$ cat src/rtl/cic_comb_chain.sv
// Pipelined N-stage CIC comb shared by CH interleaved channels; one register per stage, latency N.
// No backpressure: one sample per cycle, out-of-range channels dropped, i_clear flushes all state.
module cic_comb_chain #(
  parameter int IW  = 19,
  parameter int OW  = 19,
  parameter int N   = 3,
  parameter int M   = 1,
  parameter int CH  = 2,
  parameter int CHW = (CH > 1) ? $clog2(CH) : 1
) (
  input  logic           clock,
  input  logic           reset_n,
  input  logic           i_valid,
  input  logic [CHW-1:0] i_ch,
  input  logic [IW-1:0]  i_data,
  input  logic           i_clear,
  output logic           o_valid,
  output logic [CHW-1:0] o_ch,
  output logic [OW-1:0]  o_data
);

  // Delay memories are sized to the full index range so any i_ch value indexes legally.
  localparam int NCH = 2 ** CHW;
  localparam logic [CHW:0] CH_L = CH[CHW:0];

  logic           vld [N];
  logic [CHW-1:0] chn [N];
  logic [IW-1:0]  dat [N];
  logic [IW-1:0]  dly [N][NCH][M];

  logic           s_vld [N];
  logic [CHW-1:0] s_ch  [N];
  logic [IW-1:0]  s_dat [N];
  logic [IW-1:0]  diff  [N];
  logic           ch_ok;

  assign ch_ok = ({1'b0, i_ch} < CH_L);

  always_comb begin
    s_vld[0] = i_valid & ch_ok;
    s_ch[0]  = i_ch;
    s_dat[0] = i_data;
    for (int k = 1; k < N; k++) begin
      s_vld[k] = vld[k-1];
      s_ch[k]  = chn[k-1];
      s_dat[k] = dat[k-1];
    end
    // Wrap-around subtraction is what keeps the integrator/comb pair exact.
    for (int k = 0; k < N; k++) begin
      diff[k] = s_dat[k] - dly[k][s_ch[k]][M-1];
    end
  end

  always_ff @(posedge clock or negedge reset_n) begin
    if (!reset_n) begin
      for (int k = 0; k < N; k++) begin
        vld[k] <= 1'b0;
        chn[k] <= '0;
        dat[k] <= '0;
        for (int c = 0; c < NCH; c++)
          for (int j = 0; j < M; j++)
            dly[k][c][j] <= '0;
      end
    end else if (i_clear) begin
      for (int k = 0; k < N; k++) begin
        vld[k] <= 1'b0;
        chn[k] <= '0;
        dat[k] <= '0;
        for (int c = 0; c < NCH; c++)
          for (int j = 0; j < M; j++)
            dly[k][c][j] <= '0;
      end
    end else begin
      for (int k = 0; k < N; k++) begin
        vld[k] <= s_vld[k];
        if (s_vld[k]) begin
          chn[k] <= s_ch[k];
          dat[k] <= diff[k];
          for (int j = M - 1; j > 0; j--)
            dly[k][s_ch[k]][j] <= dly[k][s_ch[k]][j-1];
          dly[k][s_ch[k]][0] <= s_dat[k];
        end
      end
    end
  end

  assign o_valid = vld[N-1];
  assign o_ch    = chn[N-1];
  assign o_data  = dat[N-1][IW-1 -: OW];

endmodule

$ cat config.mk
export PLATFORM = sky130hd
export DESIGN_NAME = cic_comb_chain
export DESIGN_NICKNAME = d
export VERILOG_FILES = /design/src/rtl/cic_comb_chain.sv
export SDC_FILE = /design/constraint.sdc
export NUM_CORES = 1
export LEC_CHECK = 0
export CAP_MARGIN = 20
export CORE_UTILIZATION = 66
export CTS_CLUSTER_SIZE = 40
export DETAILED_ROUTE_END_ITERATION = 8
export PLACE_DENSITY = 0.95
export SYNTH_ARGS = -nofsm -noshare
export SYNTH_HDL_FRONTEND = slang
export SYNTH_SLANG_ARGS = --single-unit
export TNS_END_PERCENT = 10
$ cat constraint.sdc
create_clock -name clock -period 10.2 [get_ports clock]
set_clock_uncertainty 0.05 [all_clocks]
set_input_delay 1.02 -clock clock [delete_from_list [all_inputs] [get_ports clock]]
set_output_delay 1.02 -clock clock [all_outputs]
set_load 0.01 [all_outputs]
; ---- Yosys cells after proc, flatten, opt, wreduce, memory -nomap -nowiden
; Cells that the tools add are included.
[op_classes]
addsub = 3
n_lt_le_gt_ge = 6
n_mux = 31
bitwise = 3
n_reduce_logical = 6
[ops]
columns = op, count
row1 = 19-bit 2-to-1 mux, 15
row2 = 38-bit bitwise mux, 3
row3 = 114-bit 2-to-1 mux, 1
row4 = 38-bit 2-to-1 mux, 3
row5 = 19-bit demux with 1-bit select, 3
row6 = 57-bit 2-to-1 mux, 1
row7 = 19-bit subtractor, 3
row8 = 2-bit >= comparator (second input constant), 3
row9 = 2-bit by 1-bit less-than comparator with 1-bit output (second input constant), 3
row10 = 3-bit 2-to-1 mux, 2
row11 = 1-bit inverter with 2-bit output, 3
row12 = 2-bit nonzero test, 3
row13 = 1-bit logical AND, 3
row14 = 1-bit 2-to-1 mux, 3
[totals]
ff_bits = 177
input_bits = 24
out_inout_bits = 21

; ---- Longest topological paths before layout
[depth]
depth_word = 8
depth_mapped = 13

; ---- Worst setup path before layout
; OpenSTA, ideal clock, no wires.
[synth_timing]
kind = input to register
startpoint = input i_ch
endpoint = register dat[56] in the netlist's numbering
setup_time_ps = 94
arrival_time_ps = 3897
required_time_ps = 10056
slack_ps = 6159
stages = 12
n_path_buf = 4
cell_sequence = clkbuf_1 clkbuf_1 clkbuf_1 mux2i_1 ha_1 clkbuf_1 or3_1 o211ai_1 a21oi_1 a311oi_1 xnor2_1 a211oi_1
[synth_between]
elab_chain_len = 7
[synth_rtl]
columns = element, line
row1 = "start, declared", 14  ; input logic [CHW-1:0] i_ch,
row2 = 1-bit inverter with 2-bit output (implied by the code), 50  ; diff[k] = s_dat[k] - dly[k][s_ch[k]][M-1];
row3 = 19-bit 2-to-1 mux (implied by the code) (3 in series), 50
row4 = 19-bit subtractor, 50
row5 = 19-bit 2-to-1 mux, 76  ; if (s_vld[k]) begin
row6 = 57-bit 2-to-1 mux, 64  ; end else if (i_clear) begin
row7 = "end signal, assigned by index", 78  ; dat[k] <= diff[k];
row8 = "end, declared", 28  ; logic [IW-1:0] dat [N];
; No other way between the ends. The select of a mux whose other input is x is not followed.
; A chain may end at the register's enable or synchronous reset.

; ---- Worst setup path after layout
; Ends and elaborated chain as after synthesis.

==> results summary <==
Routability-driven placement finished with a final weighted congestion of 0.910. The number of cells on the worst hold path came out at 1. The pin count of the biggest net entering global routing came out at 93. In this run the critical register-to-register path is launched from chn[2]$_DFFE_PN0P_.

The number of cells in the design after placement is 1120. Synthesis instantiated 56 different standard cells from the library. The tightest min-delay check is of the reg -> reg type. Counting cells, the worst reg-to-reg path comes to 11. Of the total synthesized cell area, the portion taken by full adders, half adders and majority gates is 0.0815. For the worst setup path, the data arrival time is 4.31 ns. For this run, the leading register cell type out of synthesis is dfrtp_1. The portion of the post-synthesis area used by sequential elements came out at 0.452. The met2 track demand over resource is 0.509. For this run, the top clock speed supported by timing is 249 MHz. In this run the most critical hold path is launched from o_data[17]$_DFFE_PN0P_. For this run, global-route usage on met1 was measured as 0.364.

The number of enable flip-flop cells after synthesis came out at 0. The width of the die came out at 124 µm. The site row count is 44. The setup TNS came out at 0 ns. The clock slew seen by the registers of the worst setup and hold paths is 0.07 ns. For this block, the routed nets add up to 20600 µm of wire. The total of endpoints with negative setup slack in the final report is 0.

At the worst endpoint, the required time is 10.49 ns. The count of input and output buffers came out at 44. CTS built an H-tree with a depth of 4. The share of the clock period used by the worst path after layout came out at 0.393. Once layout is complete, the cells apart from fillers number 1153. The maximum number of buffers from clock root to sink is 2. The starting density of the core came out at 0.674. Setup repair after global routing left no endpoint under its margin. The met3 usage in global routing came out at 0.0572. The number of cells upsized or downsized after cts is 0. The run finished with clean final reports. The post-synthesis instance area is 0.00980 mm². The number of optimization iterations in the first detailed-route pass is 5. The worst-case register-to-register setup slack came out at 6.94 ns. The die covers 0.0153 mm². The worst-margin pin slew came out at 0.961 ns.

The class of the most critical setup path is in -> reg. The net count of the finished layout is 1042. The share of the synthesized area in compound gates (AO/OA/AOI/OAI) came out at 0.207.

For this design the top-level I/O count stands at 45. The nature of the critical path startpoint is an input pin. The analysis attributes to cell leakage a power of 4.97 nW. Compared with the post-synthesis result, the final layout area differs by 11.0%. TritonCTS built the clock tree. The worst-path maximum fanout is 23. The detailed-route vias per instance is 6.44. The maximum ir drop on the vdd rail came out at 0.165 mV. The synthesized design contains 177 register bits. Of all cell types, the one taking the most synthesized area is dfrtp_1. For this design, the sink count on the clock tree is 177. The total DRC errors in the routed layout came out at 0. The number of warnings reported in the yosys synthesis log is 0. CTS placed an instance of clkbuf_16 at the clock tree root.

The parity-gate share of the synthesized area counting xor and xnor cells is 0.0340. The half-perimeter wire length after detailed placement came out at 14000 µm. In this run the tightest slew margin relative to its limit is 0.359. The power per cell area is 171 mW/mm². The shortest clock period the worst path allows after layout came out at 4.01 ns.

The quantity of hold-fixing buffers added after cts came out at 0. The number of nets in the synthesized netlist is 1026. The CTS buffer count came out at 17. Counting flops with an async set or reset pin after synthesis yields a share of 1.00. The number of diodes added for antenna fixing is 0. The first global-routing pass estimated 35000 µm of wire.

The total overflow reported by the global router is 0. After global routing, the most crowded layer is met2. The die height is 124 µm. After detailed routing, the average wire length per cell comes to 17.9 µm. The total routing resource utilization after global routing came out at 0.293.

The max-capacitance violation count is 0. The post-synthesis cell count came out at 940. The share of cells above drive strength 1 came out at 0.0640.

The final number of hold-violating endpoints came out at 0. The dominant combinational cell family by area after synthesis is compound AO/OA/AOI/OAI gates. The multiplexer area fraction after synthesis is 0.0841. The endpoint type of the worst setup path is a flop. The number of global-route vias before repair was 7329. The count of nets left with antenna violations once routing finished came out at 0. The starting DRC count in detailed routing came out at 582. The core box area came out at 0.0145 mm². After synthesis, the cell types taking the most area are dfrtp_1 45%, a22o_1 8.8%, mux2i_1 8.1%.

The endpoint identified for the worst register-to-register timing path is dat[37]$_DFFE_PN0P_. For hold timing, the worst endpoint is o_data[17]$_DFFE_PN0P_. The post-synthesis simple-gate area fraction came out at 0.104. The count of pins over their slew limit came out at 0. The initial antenna violation count came out at 0. The post-synthesis average cell area came out at 10.4 µm². The routed layout has 7422 vias. The fraction of synthesized cell area taken by the top area cell type came out at 0.452.

For the worst-skew pair, the clock arrives at the later sink with an insertion delay of 0.44 ns. Once the clock tree was built, the setup fixing pass inserted 0 buffers.
how the worst max path moves through the flow:
stage,to,depth (start not counted),slack (ns),from
floorplan,dat[56]$_DFFE_PN0P_,12,6.16,i_ch
global placement,dat[56]$_DFFE_PN0P_,12,5.95,i_ch
detailed placement,dat[56]$_DFFE_PN0P_,12,5.78,i_ch
CTS,dat[56]$_DFFE_PN0P_,12,6.24,i_ch
global route,dat[56]$_DFFE_PN0P_,12,6.03,i_ch
finish,dat[56]$_DFFE_PN0P_,12,6.19,i_ch
flip-flops by register name, summed over array words and instances, names as in the netlist:
register / cells
o_valid: 1
chn: 2
s_vld: 2
o_ch: 1
dat: 38
dly: 114
o_data: 19
power breakdown:
| group | internal, mW | switching [mW] | total [mW] |
|---|---|---|---|
| Combinational | 0.205 | 0.261 | 0.466 |
| Clock | 0.349 | 0.273 | 0.622 |
| Sequential | 0.737 | 0.0353 | 0.773 |
| Total | 1.29 | 0.570 | 1.86 |
cell families (layout without fill, tap and decap cells):
| group | Yosys count | count (layout) |
|---|---|---|
| AOI/OAI and AO/OA | 278 | 278 |
| and+or+nand+nor | 223 | 223 |
| DFF | 177 | 177 |
| muxes | 82 | 82 |
| buffers and inverters | 80 | 109 |
| adders and majority gates | 62 | 62 |
| xor gates and xnor gates | 38 | 38 |
cells in the final DEF (no fill, tap or decap), drive strengths merged, types with 4 or more instances in the layout:
| cell type | n |
|---|---|
| inv | 17 |
| o21a | 6 |
| a22o | 99 |
| xor2 | 10 |
| dfrtp | 177 |
| nand3 | 16 |
| a31oi | 11 |
| clkdlybuf4s50 | 42 |
| and3 | 6 |
| nand2b | 18 |
| or3 | 5 |
| mux2i | 79 |
| a211o | 5 |
| buf | 19 |
| nand4 | 7 |
| o211ai | 10 |
| nand2 | 87 |
| nor3 | 4 |
| a21oi | 67 |
| clkbuf | 20 |
| o21ai | 29 |
| ha | 59 |
| nor2b | 11 |
| clkinv | 6 |
| nor2 | 59 |
| clkinvlp | 4 |
| a21o | 14 |
| xnor2 | 28 |
| a211oi | 14 |
critical path, stage by stage:
cell,delay (ns)
clkdlybuf4s50_1,0.46
buf_4,0.34
mux2_2,0.39
ha_1,0.21
fa_1,0.44
nand2b_1,0.18
a21oi_1,0.32
o21ai_1,0.18
a21oi_1,0.25
a311oi_1,0.14
xnor2_1,0.14
a211oi_1,0.22
routing by layer:
| metal | up-vias | part of all wire |
|---|---|---|
| met4 | 0 | 0.015 |
| met3 | 32 | 0.040 |
| met5 | - | 0 |
| li1 | 3467 | - |
| met1 | 3714 | 0.43 |
| met2 | 209 | 0.51 |
synthesized netlist by cell type, types with 2 or more instances:
master       n
ha_1        59
o21ba_2      2
nor2_1      59
buf_1       13
a211o_1      5
o21ai_1     19
o21a_1       6
buf_4       19
a22o_1      99
a31oi_1     11
o211ai_1    10
o21ai_0     10
fa_1         3
a21oi_1     66
or3_1        5
a221o_1      2
a311oi_1     3
nand2_1     87
xor2_1      10
nand3b_1     3
dfrtp_1    177
and3_1       6
nand2b_1    18
nor3_1       4
mux2i_1     79
nor2b_1     11
nand3_1     16
xnor2_1     28
nand4_1      7
a21o_1      14
or2_1        2
a211oi_1    13
o2111ai_1    3
clkbuf_1    32
mux2_2       3
inv_1       16
metrics by stage:
step	hold slack, ns	instance area [µm²]	utilization	worst slack (ns)	total power, mW
final	0.424	10900	0.748	6.19	1.86
after global routing	0.452	10900	0.748	6.03	1.95
after CTS	0.429	10800	0.746	6.24	1.86
after detailed placement	0.415	10300	0.707	5.78	1.24
after global placement	0.412	10300	0.707	5.95	1.22
after floorplan	0.401	9800	-	6.16	1.13
final cells by class:
class                           instances  area, µm²
Clock inverter                         12        110
Clock buffer                           20        457
Multi-Input combinational cell        683       5010
Tap cell                              184        230
Inverter                               16       60.1
Sequential cell                       177       4430
Timing Repair Buffer                   61        584
Fill cell                             954       3660
Power figures use the tool's default switching activity.
